<file path="config.mk">
export PLATFORM = sky130hd
export DESIGN_NAME = cordic_rotator
export DESIGN_NICKNAME = d
export VERILOG_FILES = /design/src/rtl/cordic_rotator.sv
export SDC_FILE = /design/constraint.sdc
export NUM_CORES = 1
export LEC_CHECK = 0
export ABC_CLOCK_PERIOD_IN_PS = 5540
export BUFFER_PORTS_ARGS = -buffer_cell sky130_fd_sc_hd__buf_4
export CAP_MARGIN = 10
export CORE_AREA = 2 2 106 211
export CTS_CLUSTER_DIAMETER = 50
export DETAILED_ROUTE_END_ITERATION = 10
export DIE_AREA = 0 0 108 213
export HOLD_SLACK_MARGIN = 0.03
export PLACE_DENSITY = 0.71
export REMOVE_ABC_BUFFERS = 1
export SLEW_MARGIN = 20
export SYNTH_ARGS = -nofsm -noshare
export SYNTH_HDL_FRONTEND = slang
export SYNTH_SLANG_ARGS = --single-unit
</file>
<file path="constraint.sdc">
create_clock -name clk -period 5.54 [get_ports clk]
set_input_delay 0.277 -clock clk [delete_from_list [all_inputs] [get_ports clk]]
set_output_delay 0.277 -clock clk [all_outputs]
set_load 0.02 [all_outputs]
</file>
<file path="src/rtl/cordic_rotator.sv">
// Iterative rotation-mode CORDIC: turns a signed phase angle into cosine and
// sine with one micro-rotation per clock. The arctangent table sits outside;
// this block drives its address with the iteration index and consumes the
// constant combinationally in the same cycle.
module cordic_rotator #(
   parameter int               N_ITER = 16,
   parameter int               WIDTH  = 20,
   parameter logic [WIDTH-1:0] X_INIT = 20'h04DBA
) (
   input  logic             clk,
   input  logic             reset,
   input  logic             start,
   input  logic [WIDTH-1:0] angle_in,
   output logic [3:0]       rom_addr,
   input  logic [WIDTH-1:0] rom_data,
   output logic             busy,
   output logic             done,
   output logic [WIDTH-1:0] cos_out,
   output logic [WIDTH-1:0] sin_out,
   output logic             range_err
);

   typedef enum logic [1:0] {
      IDLE = 2'd0,
      RUN  = 2'd1,
      DONE = 2'd2
   } state_t;

   // +/- pi/2 in the 2^15-per-radian angle scale.
   localparam logic signed [WIDTH-1:0] ANG_LIM  = WIDTH'(20'sh0C910);
   localparam logic [3:0]              LAST_IDX = 4'(N_ITER - 1);

   state_t                  state_q;
   logic signed [WIDTH-1:0] x_q;
   logic signed [WIDTH-1:0] y_q;
   logic signed [WIDTH-1:0] z_q;
   logic [3:0]              i_q;
   logic                    range_q;
   logic                    busy_q;
   logic                    done_q;
   logic [WIDTH-1:0]        cos_q;
   logic [WIDTH-1:0]        sin_q;
   logic                    range_err_q;

   logic signed [WIDTH-1:0] x_d;
   logic signed [WIDTH-1:0] y_d;
   logic signed [WIDTH-1:0] z_d;
   logic signed [WIDTH-1:0] x_sh_s;
   logic signed [WIDTH-1:0] y_sh_s;
   logic                    range_d;
   logic                    last_s;
   logic                    accept_s;

   // One micro-rotation from the current vector, plus capture-side decisions.
   always_comb begin
      x_sh_s   = x_q >>> i_q;
      y_sh_s   = y_q >>> i_q;
      x_d      = x_q;
      y_d      = y_q;
      z_d      = z_q;
      if (z_q[WIDTH-1]) begin
         // Residual angle negative: rotate clockwise.
         x_d = x_q + y_sh_s;
         y_d = y_q - x_sh_s;
         z_d = z_q + $signed(rom_data);
      end else begin
         x_d = x_q - y_sh_s;
         y_d = y_q + x_sh_s;
         z_d = z_q - $signed(rom_data);
      end
      range_d  = ($signed(angle_in) > ANG_LIM) || ($signed(angle_in) < -ANG_LIM);
      last_s   = (i_q == LAST_IDX);
      // A new request is only taken when not iterating; DONE counts as free.
      accept_s = start && ((state_q == IDLE) || (state_q == DONE));
   end

   // Control FSM, datapath registers and registered outputs.
   always_ff @(posedge clk or posedge reset) begin
      if (reset) begin
         state_q     <= IDLE;
         x_q         <= '0;
         y_q         <= '0;
         z_q         <= '0;
         i_q         <= 4'd0;
         range_q     <= 1'b0;
         busy_q      <= 1'b0;
         done_q      <= 1'b0;
         cos_q       <= '0;
         sin_q       <= '0;
         range_err_q <= 1'b0;
      end else begin
         case (state_q)
            IDLE, DONE: begin
               done_q <= 1'b0;
               if (accept_s) begin
                  x_q     <= X_INIT;
                  y_q     <= '0;
                  z_q     <= angle_in;
                  i_q     <= 4'd0;
                  range_q <= range_d;
                  busy_q  <= 1'b1;
                  state_q <= RUN;
               end else begin
                  busy_q  <= 1'b0;
                  state_q <= IDLE;
               end
            end
            RUN: begin
               x_q <= x_d;
               y_q <= y_d;
               z_q <= z_d;
               if (last_s) begin
                  cos_q       <= x_d;
                  sin_q       <= y_d;
                  range_err_q <= range_q;
                  done_q      <= 1'b1;
                  busy_q      <= 1'b0;
                  i_q         <= 4'd0;
                  state_q     <= DONE;
               end else begin
                  i_q <= i_q + 4'd1;
               end
            end
            default: begin
               busy_q  <= 1'b0;
               done_q  <= 1'b0;
               i_q     <= 4'd0;
               state_q <= IDLE;
            end
         endcase
      end
   end

   // The index register is zero outside RUN, so it doubles as the table address.
   assign rom_addr  = i_q;
   assign busy      = busy_q;
   assign done      = done_q;
   assign cos_out   = cos_q;
   assign sin_out   = sin_q;
   assign range_err = range_err_q;

endmodule

</file>
==> results_dict.tcl <==
set metrics [dict create \
    status "finished clean" \
    drt-total-wl_um 32260 \
    dp_cells 1486 \
    syn_inst 1139 \
    grt-ovfl-total 0 \
    grt_pass1_wl_um 50490 \
    synth-main-ff-cell "dfrtp_1" \
    critPathRequiredTime_ns 5.82 \
    critPathSlowestCell "dfrtp_2" \
    clk_path_buf_depth 2 \
    worstSetupPathType "flop to flop" \
    finalSetupViolCount 0 \
    wl_per_cell_um 21.42 \
    ios 90 \
    grt_start_max_net_pins 58 \
    skew_ns 0.01290 \
    worst_skew_pair.late_latency_ns 0.39 \
    hp-start "angle_in[1]" \
    cts-htree-levels 3 \
    drtIter0Drc 446 \
    ys_seq_area_share_pct 27.35 \
    async_flop_share_pct 100.0 \
    nNetsFinal 1336 \
    fmax_mhz 193.0 \
    drtPass1Iterations 5 \
    grt_pass1_vias 9399 \
    die_area_mm2 0.02300 \
    synth_edf_count 0 \
    dieHeight_um 213 \
    crit_fanout 24 \
    num_vias 9309 \
    synth.most_common_cell "nand2_1" \
    start_util_pct 46.19 \
    worst_pin_slew_ns 1.056 \
    die_x_um 108 \
    min_period_over_period_pct 93.54 \
    port_buffers 89 \
    clk_pin_slew_ns 0.08 \
    cpMostUsedCell "a21oi_1" \
    crit_chain "mux4_2 > a22o_1 > a21oi_1 > ha_1 > nand2_1 > o21ai_0 > fa_1 > a21o_1 > a21oi_1 > o21a_1 > nor2_1 > o41a_1 > a41oi_1 > a21oi_1 > xor2_1 > mux2_2" \
    synthTopCellsByArea "dfrtp_1, ha_1, nand2_1" \
    max-slew-margin-rel_pct 28.69 \
    hold_viol 0 \
    arrival_ns 5.46 \
    grt_antenna_before_repair 0 \
    nFillCells 2044 \
    ys_seq_elements 108 \
    hpwlAfterDp_um 24600 \
    cts_sinks 108 \
    yosysTopAreaCellShare_pct 27.35 \
    startpoint_type "flop" \
    drc 0 \
    core_area_mm2 0.02140 \
    cts_tree "built" \
    syn_area_mm2 0.009883 \
    ant_nets 0 \
    yosys.area.top_type "dfrtp_1" \
    utilization_pct 53.19 \
    max-cap-violations 0 \
    yosys_warnings 0 \
    root_buffer "clkbuf_16" \
    grt_use_total_pct 29.29 \
    drive_above_1_share_pct 18.34 \
    timing.final.crit_period_ns 5.182 \
    slew_violations 0 \
    critPathLaunch "rom_addr[0]" \
    num_rows 76 \
    rrSetupSlack_ns 0.36 \
    crit_path_end_kind "flop" \
    hp-class "primary input to flop" \
    reg2reg_from "rom_addr[0]" \
    synth_common_cells "nand2_1, dfrtp_1, a21oi_1, nor2_1, o21ai_0" \
    avgSynthCellArea_um2 8.677 \
    critPathMaxStageDelay_ns 0.76 \
    yosysUniqueCellTypes 72 \
    finalWeightedCongestion 0.9889 \
    ff_latch_area_mm2 0.002708 \
    cts_inserted_buffers 9 \
    multi_input_area_mm2 0.006852 \
    vias_per_cell 6.181 \
    rsz0062_at_grt "false" \
    area_growth_pct 15.14 \
    layout.cells.non_filler 1506 \
]
[layout make-up]
cell class / count / share of cell area, %
flip-flops and latches: 108 / 23.79
diodes: 1 / 0.02199
repair buffers: 137 / 9.280
inverters: 27 / 0.9126
well taps: 273 / 3.002
clock buffers: 10 / 2.012
clock inverters: 6 / 0.7697
multi-input cells: 944 / 60.21
[critical path: cells and delay by family, from the launching register on]
family	cells	cell delay, ns
compound gates	9	2.30
mux	2	0.91
fa+ha+maj	2	0.79
flops	1	0.76
xor+xnor	1	0.17
simple gates	2	0.14
[metal layers]
| metal | GRT usage, % | share of wire, % | vias up |
|---|---|---|---|
| met5 | 0 | 0 | - |
| met4 | 24.18 | 9.3 | 0 |
| met3 | 4.976 | 5.4 | 163 |
| met2 | 53.18 | 53 | 366 |
| met1 | 28.06 | 32 | 4454 |
| li1 | - | - | 4326 |
[per-stage QoR]
step / hold WS, ns / cell area [um^2] / setup TNS, ns / setup WS [ns]
after floorplan: 0.3843 / 9632 / -2.543 / -0.3696
after global placement: 0.4223 / 11010 / 0 / 0.3638
after detailed placement: 0.4376 / 11010 / 0 / 0.2510
after CTS: 0.1170 / 11340 / 0 / 0.2025
after global routing: 0.1276 / 11380 / 0 / 0.01318
final: 0.1178 / 11380 / 0 / 0.3581
[sequential cells by signal (all words and copies together) (netlist names)]
| name | flops |
|---|---|
| busy | 1 |
| cos_out | 20 |
| range_err | 1 |
| range_q | 1 |
| rom_addr | 4 |
| sin_out | 20 |
| state_q | 1 |
| x_q | 20 |
| y_q | 20 |
| z_q | 20 |
[logic make-up after synthesis]
family	share of synthesized area (%)
AND/OR/NAND/NOR	17.00
buffers and inverters	3.570
adder cells (fa/ha/maj)	8.583
XOR/XNOR	9.394
multiplexers	13.33
flip-flops	27.35
AO/OA/AOI/OAI	20.77
[placed cells by master (no fill, tap or decap), types with 27 or more instances in the layout]
cell type / count
xnor2_1: 64
xor2_1: 42
buf_4: 134
o21ai_0: 72
ha_1: 63
nor2_1: 71
a21oi_1: 75
nand2_1: 203
a22o_1: 27
dfrtp_1: 106
mux4_2: 33
[timing repair]
item | 4_1_cts | 5_1_grt
buffers inserted | 0 | 2
resized for setup | 0 | 3
endpoints found under the hold margin | 22 | 0
hold buffers | 1 | 0
setup endpoints to repair | 0 | 6
[final timing paths]
check                              end  depth (start not counted)
setup reg to reg           cos_out[18]                         16
setup / recovery           cos_out[18]                         16
min in group asynchronous   cos_out[6]                          3
hold reg to reg            sin_out[12]                          2
max in group asynchronous  rom_addr[0]                          4
hold / removal                  z_q[1]                          3
Power is left out: the tool's default activity adds up to more than one toggle a clock period on the data nets, which glitch-free logic cannot reach.
